File: src/rtl/gbc_video_pkg.sv
// Shared constants and helpers for the GBC-to-720p video path:
// frame-buffer geometry, VRAM address width, RGB332 field layout and
// the 1280x720 raster dimensions.
package gbc_video_pkg;

    localparam int GBC_H_PIXELS    = 160;
    localparam int GBC_V_PIXELS    = 144;
    localparam int VRAM_ADDR_WIDTH = 15;

    localparam int RASTER_H_ACTIVE = 1280;
    localparam int RASTER_V_ACTIVE = 720;

    // RGB332 byte layout
    localparam int RGB_R_MSB = 7;
    localparam int RGB_R_LSB = 5;
    localparam int RGB_G_MSB = 4;
    localparam int RGB_G_LSB = 2;
    localparam int RGB_B_MSB = 1;
    localparam int RGB_B_LSB = 0;

    typedef struct packed {
        logic [2:0] r;
        logic [2:0] g;
        logic [1:0] b;
    } rgb332_t;

    function automatic rgb332_t rgb332_unpack(input logic [7:0] d);
        rgb332_t p;
        p.r = d[RGB_R_MSB:RGB_R_LSB];
        p.g = d[RGB_G_MSB:RGB_G_LSB];
        p.b = d[RGB_B_MSB:RGB_B_LSB];
        return p;
    endfunction

    // Halve each channel; used for the dimmed scanline row.
    function automatic rgb332_t rgb332_dim(input rgb332_t p);
        rgb332_t q;
        q.r = p.r >> 1;
        q.g = p.g >> 1;
        q.b = p.b >> 1;
        return q;
    endfunction

endpackage

File: src/rtl/gbc_scale_counter.sv
// Replication counter: a sub-count 0..SCALE-1 and an index that advances
// by IDX_STEP each time the sub-count wraps, saturating at IDX_MAX.
// The sub/idx outputs are the values in effect for the current pixel:
// a clear applies to this pixel, and a step on the same pixel advances
// from the cleared value.
module gbc_scale_counter #(
    parameter  int SCALE    = 5,
    parameter  int IDX_W    = 8,
    parameter  int IDX_STEP = 1,
    parameter  int IDX_MAX  = 159,
    localparam int SUB_W    = (SCALE > 1) ? $clog2(SCALE) : 1
) (
    input  logic             clk,
    input  logic             rst,
    input  logic             clr,
    input  logic             stp,
    output logic [SUB_W-1:0] sub,
    output logic [IDX_W-1:0] idx
);

    logic [SUB_W-1:0] sub_q, sub_d;
    logic [IDX_W-1:0] idx_q, idx_d;

    // Effective value for the current pixel: clear takes effect immediately
    always_comb begin
        sub = clr ? '0 : sub_q;
        idx = clr ? '0 : idx_q;
    end

    // Next state: step from the effective value, wrap sub, saturate idx
    always_comb begin
        sub_d = sub;
        idx_d = idx;
        if (stp) begin
            if (sub == SUB_W'(SCALE - 1)) begin
                sub_d = '0;
                if (idx < IDX_W'(IDX_MAX))
                    idx_d = idx + IDX_W'(IDX_STEP);
            end else begin
                sub_d = sub + 1'b1;
            end
        end
    end

    // Counter state register
    always_ff @(posedge clk) begin
        if (rst) begin
            sub_q <= '0;
            idx_q <= '0;
        end else begin
            sub_q <= sub_d;
            idx_q <= idx_d;
        end
    end

endmodule

File: src/rtl/gbc_upscaler.sv
// Maps the 1280x720 raster onto the 160x144 GBC frame buffer with integer
// replication, centred by X_OFFSET/Y_OFFSET, black outside the window.
// VRAM addresses come from two replication counters (no multiplier).
// Syncs are delayed 2+VRAM_LATENCY clocks so they leave aligned with RGB.
// Optional: define GBC_SCANLINE_EN to dim the last replicated line of each
// source row (each channel shifted right by one). VRAM_LATENCY must be >= 1.
module gbc_upscaler
    import gbc_video_pkg::*;
#(
    parameter int SCALE        = 5,
    parameter int X_OFFSET     = 240,
    parameter int Y_OFFSET     = 0,
    parameter int VRAM_LATENCY = 1
) (
    input  logic                       i_clkPixel,
    input  logic                       i_reset,
    input  logic                       i_hSync,
    input  logic                       i_vSync,
    input  logic                       i_active,
    input  logic [15:0]                i_x,
    input  logic [15:0]                i_y,
    input  logic [7:0]                 i_vramData,
    output logic [VRAM_ADDR_WIDTH-1:0] o_vramReadAddr,
    output logic                       o_hSync,
    output logic                       o_vSync,
    output logic [2:0]                 o_red,
    output logic [2:0]                 o_green,
    output logic [1:0]                 o_blue
);

    localparam int WIN_W      = GBC_H_PIXELS * SCALE;
    localparam int WIN_H      = GBC_V_PIXELS * SCALE;
    localparam int VLD_STAGES = 1 + VRAM_LATENCY;
    localparam int SYNC_DLY   = 2 + VRAM_LATENCY;
    localparam int SUB_W      = (SCALE > 1) ? $clog2(SCALE) : 1;
    localparam int COL_W      = $clog2(GBC_H_PIXELS);

    logic [16:0]                dx, dy;
    logic                       in_x, in_y, in_win;
    logic                       x_start, frame_start, y_clr, line_end;
    logic [SUB_W-1:0]           sub_x, sub_y;
    logic [COL_W-1:0]           col;
    logic [VRAM_ADDR_WIDTH-1:0] row_base;
    logic [VLD_STAGES-1:0]      vld_pipe;
    logic [SYNC_DLY-1:0]        hs_pipe, vs_pipe;
    rgb332_t                    pix, pix_out;

    // Window test via offset subtraction; bit 16 is the borrow (before window)
    always_comb begin
        dx          = {1'b0, i_x} - 17'(X_OFFSET);
        dy          = {1'b0, i_y} - 17'(Y_OFFSET);
        in_x        = ~dx[16] & (dx[15:0] < 16'(WIN_W));
        in_y        = ~dy[16] & (dy[15:0] < 16'(WIN_H));
        in_win      = i_active & in_x & in_y;
        x_start     = (i_x == 16'(X_OFFSET));
        frame_start = i_active & (i_x == '0) & (i_y == '0);
        y_clr       = frame_start | dy[16];
        line_end    = in_win & (i_x == 16'(X_OFFSET + WIN_W - 1));
    end

    gbc_scale_counter #(
        .SCALE    (SCALE),
        .IDX_W    (COL_W),
        .IDX_STEP (1),
        .IDX_MAX  (GBC_H_PIXELS - 1)
    ) u_x_cnt (
        .clk (i_clkPixel),
        .rst (i_reset),
        .clr (x_start),
        .stp (in_win),
        .sub (sub_x),
        .idx (col)
    );

    // Frame-start clear wins over a coincident end-of-line step
    gbc_scale_counter #(
        .SCALE    (SCALE),
        .IDX_W    (VRAM_ADDR_WIDTH),
        .IDX_STEP (GBC_H_PIXELS),
        .IDX_MAX  ((GBC_V_PIXELS - 1) * GBC_H_PIXELS)
    ) u_y_cnt (
        .clk (i_clkPixel),
        .rst (i_reset),
        .clr (y_clr),
        .stp (line_end & ~y_clr),
        .sub (sub_y),
        .idx (row_base)
    );

    // VRAM read address; holds its last value outside the window
    always_ff @(posedge i_clkPixel) begin
        if (i_reset)
            o_vramReadAddr <= '0;
        else if (in_win)
            o_vramReadAddr <= row_base + VRAM_ADDR_WIDTH'(col);
    end

    // Window flag follows the address through the VRAM read latency
    always_ff @(posedge i_clkPixel) begin
        if (i_reset)
            vld_pipe <= '0;
        else
            vld_pipe <= {vld_pipe[VLD_STAGES-2:0], in_win};
    end

    // Sync delay lines, polarity untouched
    always_ff @(posedge i_clkPixel) begin
        if (i_reset) begin
            hs_pipe <= '0;
            vs_pipe <= '0;
        end else begin
            hs_pipe <= {hs_pipe[SYNC_DLY-2:0], i_hSync};
            vs_pipe <= {vs_pipe[SYNC_DLY-2:0], i_vSync};
        end
    end

    assign o_hSync = hs_pipe[SYNC_DLY-1];
    assign o_vSync = vs_pipe[SYNC_DLY-1];
    assign pix     = rgb332_unpack(i_vramData);

`ifdef GBC_SCANLINE_EN
    logic [VLD_STAGES-1:0] scan_pipe;
    logic                  unused_sub;
    assign unused_sub = ^sub_x;

    // Last-sub-row flag travels with the window flag
    always_ff @(posedge i_clkPixel) begin
        if (i_reset)
            scan_pipe <= '0;
        else
            scan_pipe <= {scan_pipe[VLD_STAGES-2:0], (sub_y == SUB_W'(SCALE - 1))};
    end

    assign pix_out = scan_pipe[VLD_STAGES-1] ? rgb332_dim(pix) : pix;
`else
    logic unused_sub;
    assign unused_sub = ^{sub_x, sub_y};
    assign pix_out    = pix;
`endif

    // RGB output register: VRAM pixel inside the window, black outside
    always_ff @(posedge i_clkPixel) begin
        if (i_reset || !vld_pipe[VLD_STAGES-1]) begin
            o_red   <= '0;
            o_green <= '0;
            o_blue  <= '0;
        end else begin
            o_red   <= pix_out.r;
            o_green <= pix_out.g;
            o_blue  <= pix_out.b;
        end
    end

endmodule

File: config.mk
export PLATFORM = sky130hd
export DESIGN_NAME = gbc_upscaler
export DESIGN_NICKNAME = d
export VERILOG_FILES = /design/src/rtl/gbc_video_pkg.sv /design/src/rtl/gbc_scale_counter.sv /design/src/rtl/gbc_upscaler.sv
export SDC_FILE = /design/constraint.sdc
export NUM_CORES = 1
export LEC_CHECK = 0
export ABC_AREA = 1
export BUFFER_PORTS_ARGS = -buffer_cell sky130_fd_sc_hd__clkbuf_2
export CAP_MARGIN = 20
export CORE_UTILIZATION = 57
export DETAILED_ROUTE_END_ITERATION = 6
export GPL_TIMING_DRIVEN = 0
export PLACE_DENSITY = 0.81
export SYNTH_ARGS = -nofsm -noshare
export SYNTH_HDL_FRONTEND = slang
export SYNTH_HIERARCHICAL = 1
export SYNTH_SLANG_ARGS = --single-unit
File: constraint.sdc
create_clock -name i_clkPixel -period 3.7 [get_ports i_clkPixel]
set_input_delay 0.185 -clock i_clkPixel [delete_from_list [all_inputs] [get_ports i_clkPixel]]
set_output_delay 0.185 -clock i_clkPixel [all_outputs]
set_load 0.005 [all_outputs]
# Word-level counts from Yosys, hierarchy flattened
# Index checks and enable logic that the tools add are counted.
# word_totals
regBits	60
in_bits	45
output_inout_bits	25
elab_cells	52
# op_classes
addsub	6
magnitude_cmp	4
eq_ne	4
mux	14
bitwise_logic	9
n_reduce_logical	4
# ops
operator	n
15-bit 2-to-1 mux	4
16-bit zero test	2
16-bit by 10-bit less-than comparator with 1-bit output (second input constant)	2
8-bit 2-to-1 mux	4
3-bit 2-to-1 mux	6
16-bit by 8-bit subtractor with 17-bit output (second input constant)	1
16-bit by 11-bit equality test with 1-bit output (second input constant)	1
16-bit by 8-bit equality test with 1-bit output (second input constant)	1
15-bit by 8-bit adder with 15-bit output	1
15-bit by 8-bit adder with 15-bit output (second input constant)	1
15-bit less-than comparator (second input constant)	1
8-bit by 1-bit adder with 8-bit output (second input constant)	1
8-bit less-than comparator (second input constant)	1
1-bit bitwise AND	7
3-bit by 1-bit adder with 3-bit output (second input constant)	2
3-bit equality test (second input constant)	2
1-bit inverter	2
1-bit zero test	1
1-bit logical OR	1

# Logic depth before layout (Yosys ltp)
# logic_depth
depth_word	8
depth_mapped	25
ltp_nobuf	23

# Cells and area by module
# The synthesis kept the hierarchy.
# modules_own_cells
module	n_inst	cells_per_inst	area_per_inst_um2	seq_area_each_um2
gbc_upscaler	1	356	2162.1	620.6
gbc_scale_counter at u_y_cnt	1	165	1104.8	360.3
gbc_scale_counter at u_x_cnt	1	97	686.9	220.2

# Worst setup path after synthesis
# OpenSTA, ideal clock, no wires.
# synth_path
path_kind	input-to-reg
from	in i_x[13]
to	reg o_vramReadAddr[10]
setup_time_ps	113
arrival_time_ps	3012
required_ps	3587
slack_ps	575
stages	18
path_buffers	0
cell_sequence	nor2_1 -> inv_1 -> nor3_1 -> nand2_1 -> nor4_1 -> inv_4 -> nand2_1 -> inv_1 -> ha_1 -> nand2_1 -> o21ai_0 -> nand2_1 -> nand2_1 -> nand2_1 -> o21ai_0 -> nand2_1 -> nor2_1 -> nor2_1
# synth_rtl
item	line_no	rtl
start, declared	gbc_upscaler.sv:20	input logic [15:0] i_x,
16-bit by 8-bit equality test with 1-bit output	gbc_upscaler.sv:55	x_start = (i_x == 16'(X_OFFSET));
via x_start	gbc_upscaler.sv:40	logic x_start, frame_start, y_clr, line_end;
8-bit 2-to-1 mux	gbc_scale_counter.sv:27	idx = clr ? '0 : idx_q;
via col[2]	gbc_upscaler.sv:42	logic [COL_W-1:0] col;
15-bit by 8-bit adder with 15-bit output	gbc_upscaler.sv:95	o_vramReadAddr <= row_base + VRAM_ADDR_WIDTH'(col);
end signal, assigned	gbc_upscaler.sv:95	
end, declared	gbc_upscaler.sv:23	output logic [VRAM_ADDR_WIDTH-1:0] o_vramReadAddr,
# The timed path passes the listed nets, and every way through them passes these cells.
# A chain may end at the register's enable or synchronous reset.

# Final worst setup path
# layout_path
from	in i_x[13]
to	reg o_vramReadAddr[10]
# layout_between
elab_chain_len	5
# layout_rtl
item	line_no	rtl
16-bit zero test	gbc_upscaler.sv:56	frame_start = i_active & (i_x == '0) & (i_y == '0);
1-bit bitwise AND (2 in series)	gbc_upscaler.sv:56	
via frame_start	gbc_upscaler.sv:40	
15-bit 2-to-1 mux	gbc_scale_counter.sv:27	
via row_base[2]	gbc_upscaler.sv:43	logic [VRAM_ADDR_WIDTH-1:0] row_base;
15-bit by 8-bit adder with 15-bit output	gbc_upscaler.sv:95	
# The timed path passes the listed nets, and every way through them passes these cells.

==> impl_metrics.ini <==
[flow_run]
drv_cap = 0

[cts]
cts-htree-levels = 3
maximum_clock_insertion_buffer_count = 2
source_to_sink_clock_delay_at_the_later_pin_of_the_worst_skew_pair_ns = 0.35
clock_tree.root_cell = sky130_fd_sc_hd__clkbuf_8
cts.sinks = 60
clk_transition_reported_paths_ns = 0.07
cts_made_buffers = 9
post_cts_hold_buffer_count = 0
clock_tree_from_tritoncts = yes

[power]
power.density_mw_per_mm2 = 290
static-leakage-power_nw = 2.44
max-vdd-ir-drop_mv = 0.234
total_power_mw = 1.33

[timing]
skew_ns = 0.00829
worst_slew_pin_slew_ns = 0.860
setup_repair_after_global_routing_missed_its_margin = false
final_period_minus_worst_setup_slack_ns = 3.22
max_slew_margin_pct = 42.1
report.final.slew_viol_count = 0
setup_viol_count_final = 0
fin_crit_sh_pct = 87.1
fmax_mhz = 310
timing_hold_violations_final = 0

[grt]
grt_use_met3_pct = 7.68
grt_util_met2_pct = 48.4
globalRouteMet1Util_pct = 30.8
grt_pass1_wl_mm = 15.9
grt_most_used_layer = met2
grt_antenna_before_repair = 0
grt_usage_pct = 27.4
pin_count_of_the_biggest_net_entering_global_routing = 14
via_count_of_the_first_global_routing_pass = 3873
global_route.overflow_total = 0

[routing]
drtPass1Iterations = 5
post-route-drc-count = 0
avgViaCountPerCell = 5.13
routed_wl_mm = 9.07
avgRoutedWirePerCell_um = 11.6
detailedRoute.firstIterationViolations = 146
num_vias = 4003
postRouteAntennaNets = 0

[place]
place.gp.congestion = 0.938
io_buffers = 69
hpwlAfterDp_mm = 7.12

[logic_synthesis]
postSynthAreaPerCell_um2 = 6.40
yosysWarningCount = 6
synth_fp_nets = 678
syn-instance-count = 617
summed_instance_area_of_the_synthesized_netlist_mm2 = 0.00395

[critical_path]
r2r_slack_ns = 1.23
startpoint = i_x[13]
timing.setup.critical_path_class = in -> reg
timing.critical_path.cells = clkbuf_2 -> nor2_1 -> inv_1 -> nor3_1 -> nand2_1 -> nor4_1 -> buf_6 -> clkbuf_1 -> nor2_1 -> buf_4 -> ha_1 -> nand2_1 -> o21ai_1 -> nand2_1 -> nand2_1 -> nand2_1 -> o21ai_0 -> nand2_1 -> nor2_1 -> nor2_1
slowest_stage = sky130_fd_sc_hd__ha_1
critical_path_end = o_vramReadAddr[10]
cpPeakStageDelay_ns = 0.37
regToRegEndpoint = o_vramReadAddr[10]
worst_r2r_path_depth = 13
crit_path_max_fanout = 10
worst_setup_start_kind = input port
critical_path_required_ns = 3.95
endpoint_kind = register
critical_path_arrival_ns = 3.47
timing.rr.start = u_x_cnt/idx_q[0]
most_numerous_cell_on_the_critical_path = sky130_fd_sc_hd__nand2_1

[die]
fp.coreArea_mm2 = 0.00653
floorplan.die_area_mm2 = 0.00727
die_width_um = 85.2
core.rowCount = 29
starting_density_pct = 60.5
ioPinCount = 70
die-height_um = 85.2

[outcome]
status = finished clean

[layout]
layout_commonest_cell = sky130_fd_sc_hd__nand2_1
drive_above_1_share_pct = 19.3
nNetsFinal = 759
antenna-diode-count = 0
post_route_utilization_pct = 70.3
most-common-layout-cells = 152 x sky130_fd_sc_hd__nand2_1, 122 x sky130_fd_sc_hd__nor2_1, 100 x sky130_fd_sc_hd__inv_1, 69 x sky130_fd_sc_hd__clkbuf_2, 60 x sky130_fd_sc_hd__dfxtp_1
area_delta_synth_final_pct = 16.3

[min_path]
worstHoldPathType = in -> reg
worst min path at each step:
stage / start / endpoint / slack [ns] / cells after the start
4_1_cts: i_vSync / vs_pipe[0] / 0.005 / 3
5_1_grt: i_vSync / vs_pipe[0] / 0.02 / 3
6_report: i_vSync / vs_pipe[0] / 0.01 / 3
2_1_floorplan: i_reset / u_x_cnt/idx_q[3] / 0.25 / 1
3_5_place_dp: i_vSync / vs_pipe[0] / 0.39 / 3
3_3_place_gp: i_vSync / vs_pipe[0] / 0.38 / 3
metrics by stage:
| stage | setup TNS, ns | worst slack [ns] | hold WS (ns) | std cells | area [um^2] |
|---|---|---|---|---|---|
| floorplan | 0 | 0.575 | 0.255 | 617 | 3950 |
| global placement | -0.264 | -0.142 | 0.378 | 763 | 4390 |
| detailed placement | -0.0123 | -0.0123 | 0.385 | 764 | 4400 |
| CTS | 0 | 0.356 | 0.00517 | 780 | 4590 |
| global route | 0 | 0.150 | 0.0213 | 780 | 4590 |
| finish | 0 | 0.479 | 0.0148 | 780 | 4590 |
timing repair:
item,CTS,global route
resized for setup,0,1
endpoints found under the setup margin,0,1
setup buffers,0,0
flip-flops by register name, summed over array words and instances (netlist names):
signal and flops:
o_vramReadAddr 15, u_y_cnt/idx_q 15, u_x_cnt/idx_q 8, hs_pipe 3, o_green 3, o_red 3, u_x_cnt/sub_q 3, u_y_cnt/sub_q 3
vs_pipe 3, o_blue 2, vld_pipe 2
worst max-delay path, delay by kind of cell:
kind                     cells  cell delay [ns]
AO/OA/AOI/OAI                2             0.45
AND/OR/NAND/NOR             12             1.57
buffers and inverters        5             0.89
adder cells (fa/ha/maj)      1             0.37
layout make-up:
cell class,count,area (um^2)
Multi-Input combinational cell,439,2260
Fill cell,578,1940
Sequential cell,60,1200
Inverter,107,407
Timing Repair Buffer,70,350
Clock buffer,9,124
Tap cell,77,96.3
Buffer,11,86.3
Clock inverter,7,73.8
power by group:
group	switching, mW	total (mW)	internal (mW)
Combinational	0.0557	0.0905	0.0348
Clock	0.281	0.594	0.314
Sequential	0.000688	0.649	0.648
metal layers:
layer	vias up	wire [um]	part of all wire [%]
li1	2065	-	-
met1	1794	4010	44
met2	122	4360	48
met3	22	511	5.6
met4	0	185	2.0
met5	-	0	0
(Power assumes the default switching activity.)
